**config.mk**
```make
export PLATFORM = sky130hd
export DESIGN_NAME = contador_bcd_updown_flat
export DESIGN_NICKNAME = d
export VERILOG_FILES = /design/src/rtl/contador_bcd_updown_if.sv /design/src/rtl/contador_bcd_updown.sv /design/src/flat_wrapper.sv
export SDC_FILE = /design/constraint.sdc
export NUM_CORES = 1
export LEC_CHECK = 0
export ABC_AREA = 1
export CORE_ASPECT_RATIO = 0.5
export CORE_MARGIN = 3
export CORE_UTILIZATION = 60
export DETAILED_ROUTE_END_ITERATION = 8
export GPL_TIMING_DRIVEN = 0
export MAX_ROUTING_LAYER = met4
export PLACE_DENSITY = 0.81
export SYNTH_ARGS = -nofsm -noshare
export SYNTH_HDL_FRONTEND = slang
export SYNTH_SLANG_ARGS = --single-unit
export TNS_END_PERCENT = 50
```
**constraint.sdc**
```tcl
create_clock -name clk -period 2.4 [get_ports clk]
set_input_delay 0.48 -clock clk [delete_from_list [all_inputs] [get_ports clk]]
set_output_delay 0.48 -clock clk [all_outputs]
set_load 0.05 [all_outputs]
```
**src/rtl/contador_bcd_updown_if.sv**
```systemverilog
// contador_bcd_updown_if: bundles the button inputs, the four BCD digits and the carry pulse.
//   BtnUp, BtnDown           debounced button levels, 1 = pressed
//   unidades..unidadesMillar BCD digits, units to thousands
//   Carry                    one-clock pulse on wrap or on a step blocked at a limit
//   master: button source / display side; slave: the counter
interface contador_bcd_updown_if;
  logic       BtnUp;
  logic       BtnDown;
  logic [3:0] unidades;
  logic [3:0] decenas;
  logic [3:0] centenas;
  logic [3:0] unidadesMillar;
  logic       Carry;
  modport master (output BtnUp, BtnDown, input unidades, decenas, centenas, unidadesMillar, Carry);
  modport slave  (input BtnUp, BtnDown, output unidades, decenas, centenas, unidadesMillar, Carry);
endinterface

```
**src/rtl/contador_bcd_updown.sv**
```systemverilog
// contador_bcd_updown: four-digit BCD up/down counter with press stepping and hold auto-repeat.
//   clk    rising-edge clock
//   rst_n  asynchronous active-low reset
//   bus    slave side of contador_bcd_updown_if (buttons in, digits and Carry out)
module contador_bcd_updown #(
  parameter int unsigned HOLD_CYCLES   = 50_000_000,
  parameter int unsigned REPEAT_CYCLES = 10_000_000,
  parameter int unsigned WRAP          = 1
) (
  input logic                  clk,
  input logic                  rst_n,
  contador_bcd_updown_if.slave bus
);
  typedef enum logic [2:0] {IDLE, HOLD_UP, HOLD_DN, REPEAT_UP, REPEAT_DN, BLOCK} state_t;
  state_t          state_q, state_d;
  logic [31:0]     cnt_q, cnt_d, lim;
  logic            up_prev_q, dn_prev_q, carry_q, carry_d;
  logic [3:0][3:0] dig_q, dig_d, inc, dec;
  logic            press_up, press_dn, is_up, own, oth, step_up, step_dn, cu, cd;
  assign press_up = bus.BtnUp & ~up_prev_q;
  assign press_dn = bus.BtnDown & ~dn_prev_q;
  assign is_up    = (state_q == HOLD_UP) || (state_q == REPEAT_UP);
  // own: the button that started the hold; oth: the opposite one
  assign own      = is_up ? bus.BtnUp : bus.BtnDown;
  assign oth      = is_up ? bus.BtnDown : bus.BtnUp;
  assign lim      = (state_q == HOLD_UP || state_q == HOLD_DN) ? HOLD_CYCLES - 1 : REPEAT_CYCLES - 1;
  always_comb begin
    state_d = state_q;
    cnt_d   = cnt_q;
    step_up = 1'b0;
    step_dn = 1'b0;
    case (state_q)
      IDLE:
        if ((press_up || press_dn) && bus.BtnUp && bus.BtnDown) state_d = BLOCK;
        else if (press_up) begin
          step_up = 1'b1;
          state_d = HOLD_UP;
        end else if (press_dn) begin
          step_dn = 1'b1;
          state_d = HOLD_DN;
        end
      HOLD_UP, HOLD_DN, REPEAT_UP, REPEAT_DN:
        if (!own || oth) begin
          state_d = own ? BLOCK : IDLE;
          cnt_d   = '0;
        end else if (cnt_q == lim) begin
          cnt_d   = '0;
          state_d = is_up ? REPEAT_UP : REPEAT_DN;
          step_up = is_up;
          step_dn = !is_up;
        end else cnt_d = cnt_q + 32'd1;
      BLOCK:
        if (!bus.BtnUp && !bus.BtnDown) begin
          state_d = IDLE;
          cnt_d   = '0;
        end
      default: state_d = IDLE;
    endcase
  end
  // Ripple +1/-1 across digits; the final carry/borrow flags 9999 / 0000
  always_comb begin
    inc = dig_q;
    dec = dig_q;
    cu  = 1'b1;
    cd  = 1'b1;
    for (int i = 0; i < 4; i++) begin
      if (cu) begin
        inc[i] = dig_q[i] == 4'd9 ? 4'd0 : dig_q[i] + 4'd1;
        cu     = dig_q[i] == 4'd9;
      end
      if (cd) begin
        dec[i] = dig_q[i] == 4'd0 ? 4'd9 : dig_q[i] - 4'd1;
        cd     = dig_q[i] == 4'd0;
      end
    end
    carry_d = (step_up & cu) | (step_dn & cd);
    dig_d   = (carry_d && WRAP == 0) ? dig_q : step_up ? inc : step_dn ? dec : dig_q;
  end
  always_ff @(posedge clk or negedge rst_n) begin
    if (!rst_n) begin
      state_q   <= IDLE;
      cnt_q     <= '0;
      up_prev_q <= 1'b0;
      dn_prev_q <= 1'b0;
      carry_q   <= 1'b0;
      dig_q     <= '0;
    end else begin
      state_q   <= state_d;
      cnt_q     <= cnt_d;
      up_prev_q <= bus.BtnUp;
      dn_prev_q <= bus.BtnDown;
      carry_q   <= carry_d;
      dig_q     <= dig_d;
    end
  end
  assign bus.unidades       = dig_q[0];
  assign bus.decenas        = dig_q[1];
  assign bus.centenas       = dig_q[2];
  assign bus.unidadesMillar = dig_q[3];
  assign bus.Carry          = carry_q;
endmodule

```
**src/flat_wrapper.sv**
```systemverilog
// flat-port wrapper written by rule: the top's interface ports become plain ports
module contador_bcd_updown_flat 
#(
  parameter int unsigned HOLD_CYCLES   = 50_000_000,
  parameter int unsigned REPEAT_CYCLES = 10_000_000,
  parameter int unsigned WRAP          = 1
)
  (clk, rst_n, bus_BtnUp, bus_BtnDown, bus_unidades, bus_decenas, bus_centenas, bus_unidadesMillar, bus_Carry);
  contador_bcd_updown_if bus_i ();
  input logic clk;
  input logic rst_n;
  input wire logic [$bits(bus_i.BtnUp)-1:0] bus_BtnUp;
  input wire logic [$bits(bus_i.BtnDown)-1:0] bus_BtnDown;
  output wire logic [$bits(bus_i.unidades)-1:0] bus_unidades;
  output wire logic [$bits(bus_i.decenas)-1:0] bus_decenas;
  output wire logic [$bits(bus_i.centenas)-1:0] bus_centenas;
  output wire logic [$bits(bus_i.unidadesMillar)-1:0] bus_unidadesMillar;
  output wire logic [$bits(bus_i.Carry)-1:0] bus_Carry;
  assign bus_i.BtnUp = bus_BtnUp;
  assign bus_i.BtnDown = bus_BtnDown;
  assign bus_unidades = bus_i.unidades;
  assign bus_decenas = bus_i.decenas;
  assign bus_centenas = bus_i.centenas;
  assign bus_unidadesMillar = bus_i.unidadesMillar;
  assign bus_Carry = bus_i.Carry;
  contador_bcd_updown #(.HOLD_CYCLES(HOLD_CYCLES), .REPEAT_CYCLES(REPEAT_CYCLES), .WRAP(WRAP)) u_core (.clk(clk), .rst_n(rst_n), .bus(bus_i));
endmodule
```
==> impl_metrics.sql <==
INSERT INTO impl_metrics (metric_group, metric, value, unit) VALUES
('synthesis', 'synthesis.nets', '536', ''),
('critical_path', 'crit_path_end_kind', 'register', ''),
('detailed_routing', 'detailedRoute.firstPassIterationCount', '5', ''),
('timing', 'final_period_minus_worst_setup_slack', '2.12', 'ns'),
('run', 'max_cap_viol_count', '0', ''),
('placed_design', 'buffer_ports.inserted', '20', ''),
('layout', 'finish.cell_count_without_fillers', '631', ''),
('critical_path', 'worst_setup_path_start_kind', 'input port', ''),
('cts', 'ctsHoldBuffers', '0', ''),
('global_routing', 'groute.usage.overall', '0.252', ''),
('detailed_routing', 'wl_met2', '3590', 'um'),
('timing', 'setup_violations', '0', ''),
('synthesis', 'ys_seq_area_frac', '0.365', ''),
('cts', 'clock-sinks', '54', ''),
('timing', 'tightestPinTransition', '0.606', 'ns'),
('detailed_routing', 'met3_routed_wl', '451', 'um'),
('layout', 'design.final.nets', '564', ''),
('detailed_routing', 'ant_nets', '0', ''),
('critical_path', 'required', '2.58', 'ns'),
('detailed_routing', 'detail_route.wirelength', '8090', 'um'),
('detailed_routing', 'detailroute.via_count', '3400', ''),
('detailed_routing', 'routed_via_density', '5.39', ''),
('placed_design', 'dp_worst_setup_slack', '-0.0187', 'ns'),
('global_routing', 'global_route.overflow_total', '0', ''),
('cts', 'tritoncts', 'done', ''),
('detailed_routing', 'drt-initial-drc-count', '295', ''),
('critical_path', 'ff2ff_path_depth', '11', ''),
('layout', 'fillers', '467', ''),
('cts', 'worst_skew_pair.late_latency', '0.29', 'ns'),
('power', 'total_leakage_power', '1.92', 'nW'),
('synthesis', 'synth_async_sr_flop_share', '1.00', ''),
('power', 'total_switching_power', '1.78', 'mW'),
('critical_path', 'worstReg2RegEnd', 'u_core.cnt_q[28]$_DFFE_PN0P_', ''),
('synthesis', 'synth_seq_cells', '54', ''),
('timing', 'rsz0062_at_grt', 'false', ''),
('global_routing', 'grt_start_max_net_pins', '30', ''),
('cts', 'cts_setup_buffers', '0', ''),
('run_status', 'status', 'complete, no violations', ''),
('timing', 'setup-tns-final', '0', 'ns'),
('critical_path', 'ff2ff_setup_slack', '0.34', 'ns'),
('timing', 'timing_max_transition_violations_final', '0', ''),
('power', 'worst_ir_drop_on_vdd', '0.000743', 'V'),
('floorplan', 'die_x', '117', 'um'),
('floorplan', 'die_h', '61.5', 'um'),
('placed_design', 'placedInstanceArea', '4010', 'um2'),
('layout', 'area_growth', '12.0', '%'),
('global_routing', 'grt_pass1_vias', '3068', ''),
('synthesis', 'primary_ff_master_synth', 'sky130_fd_sc_hd__dfrtp_1', ''),
('layout', 'finish.instance_area', '4150', 'um2'),
('detailed_routing', 'routed.top_layer', 'met4', ''),
('critical_path', 'worst-setup-path-type', 'input port to register', ''),
('synthesis', 'count_of_flip_flops_with_a_built_in_enable_after_synthesis', '0', ''),
('timing', 'finalWorstSetupSlack', '0.276', 'ns'),
('cts', 'cts_max_path_buffers', '2', ''),
('synthesis', 'yosysWarnings', '0', ''),
('critical_path', 'rr_startpoint', 'u_core.cnt_q[0]$_DFFE_PN0P_', ''),
('floorplan', 'core_area', '5710', 'um2'),
('placed_design', 'routabilityCongestion', '0.920', ''),
('global_routing', 'grt_antenna_before_repair', '0', ''),
('critical_path', 'worst-endpoint-arrival', '2.31', 'ns'),
('min_path', 'hold_path_class', 'input port to async pin', ''),
('detailed_routing', 'post-route-drc-count', '0', ''),
('layout', 'ant_diodes', '0', ''),
('detailed_routing', 'met1_length', '3950', 'um'),
('synthesis', 'synth_area', '3700', 'um2'),
('synthesis', 'synth_cells', '531', ''),
('power', 'p_clk_frac', '0.188', ''),
('synthesis', 'synth_cell_type_count', '44', ''),
('placed_design', 'placedCellCount', '625', ''),
('floorplan', 'initial_core_utilization', '0.648', ''),
('timing', 'layout_worst_path_cycle_share', '0.885', '');
[how the worst max path moves through the flow]
stage | start | to | slack (ns)
final | bus_BtnUp | u_core.bus.decenas[2]$_DFFE_PN0P_ | 0.28
after CTS | bus_BtnUp | u_core.bus.decenas[2]$_DFFE_PN0P_ | 0.28
after global routing | bus_BtnUp | u_core.cnt_q[14]$_DFFE_PN0P_ | 0.13
after floorplan | u_core.bus.unidades[0]$_DFFE_PN0P_ | u_core.bus.unidadesMillar[3]$_DFFE_PN0P_ | 0.55
after global placement | rst_n | u_core.bus.unidadesMillar[3]$_DFFE_PN0P_ | -0.81
after detailed placement | bus_BtnUp | u_core.bus.decenas[2]$_DFFE_PN0P_ | -0.02
[cell usage after synthesis, drive strengths merged, types with 2 or more instances]
master    n  area (um2)
nand2   151         636
xnor2     3        26.3
nand4     7        43.8
inv      70         268
o22ai     3        18.8
or2       2        12.5
dfrtp    54        1350
a21oi    16        83.8
buf       6        56.3
nor3b     3        27.5
xor2     18         158
nand3b    3        26.3
o211ai    2        15.0
o21bai    2        15.0
a31oi     2        12.5
nor2     89         374
o21ai    30         173
nor3     21         110
nand3    42         243
[area by class of cell]
cell class                      instances  share of cell area
Buffer                                  6              0.0136
Clock buffer                            6              0.0335
Inverter                               71              0.0655
Multi-Input combinational cell        400               0.487
Sequential cell                        54               0.326
Tap cell                               73              0.0220
Timing Repair Buffer                   21              0.0519
[registers in the layout, indices dropped and copies added, names as in the netlist]
name                       cells
u_core.bus.unidades            4
u_core.dn_prev_q               1
u_core.bus.Carry               1
u_core.up_prev_q               1
u_core.bus.decenas             4
u_core.bus.unidadesMillar      4
u_core.state_q                 3
u_core.cnt_q                  32
u_core.bus.centenas            4
[cells in the final DEF, fill, tap and decap left out, drive strengths merged, types with 2 or more instances in the layout]
cell type      netlist  layout
a21oi               16      16
buf                  6       8
nor2                89      89
clkdlybuf4s50        0      19
xnor2                3       3
or2                  2       2
o22ai                3       3
o21bai               2       2
inv                 70      70
nand4                7       7
nand3b               3       3
xor2                18      18
o211ai               2       2
dfrtp               54      54
nand3               42      42
nand2              151     151
nor3b                3       3
clkbuf               0       6
o21ai               30      30
a31oi                2       2
nor3                21      21
[metal layers]
| metal | up-vias | GRT usage |
|---|---|---|
| li1 | 1753 | - |
| met1 | 1520 | 0.335 |
| met2 | 114 | 0.394 |
| met3 | 13 | 0.0510 |
| met4 | 0 | 0.0735 |
| met5 | - | - |
[worst max-delay path, stage by stage]
cell	delay [ns]
sky130_fd_sc_hd__clkdlybuf4s50_1	0.57
sky130_fd_sc_hd__inv_1	0.08
sky130_fd_sc_hd__or2_1	0.23
sky130_fd_sc_hd__nand2_1	0.08
sky130_fd_sc_hd__nand2_2	0.07
sky130_fd_sc_hd__nor2_2	0.10
sky130_fd_sc_hd__nor2_1	0.07
sky130_fd_sc_hd__nand2_4	0.10
sky130_fd_sc_hd__nand2_8	0.10
sky130_fd_sc_hd__buf_6	0.16
sky130_fd_sc_hd__nand3_1	0.06
sky130_fd_sc_hd__o21ai_1	0.08
sky130_fd_sc_hd__nand2_1	0.07
sky130_fd_sc_hd__nand2_1	0.05
[metrics by stage]
| step | utilization | power [mW] |
|---|---|---|
| after detailed placement | 0.702 | 3.10 |
| after floorplan | - | 2.60 |
| after CTS | 0.727 | 3.83 |
| after global placement | 0.700 | 3.07 |
| final | 0.727 | 3.82 |
| after global routing | 0.727 | 4.10 |
[cell families (layout without fill, tap and decap cells)]
logic type      after synthesis  after routing  synth area share
compound gates               57             57            0.0900
fa+ha+maj                     1              1           0.00338
xor+xnor                     21             21            0.0497
buf+inv                      77            104            0.0886
flops                        54             54             0.365
simple gates                321            321             0.403
[power groups by stage]
stage                     clock, mW  sequential (mW)  combinational [mW]
final                         0.717             1.17                1.93
after global routing          0.771             1.19                2.13
after CTS                     0.731             1.17                1.93
after detailed placement          0             1.19                1.92
after global placement            0             1.18                1.89
after floorplan                   0             1.45                1.15
Power figures use the tool's default switching activity.
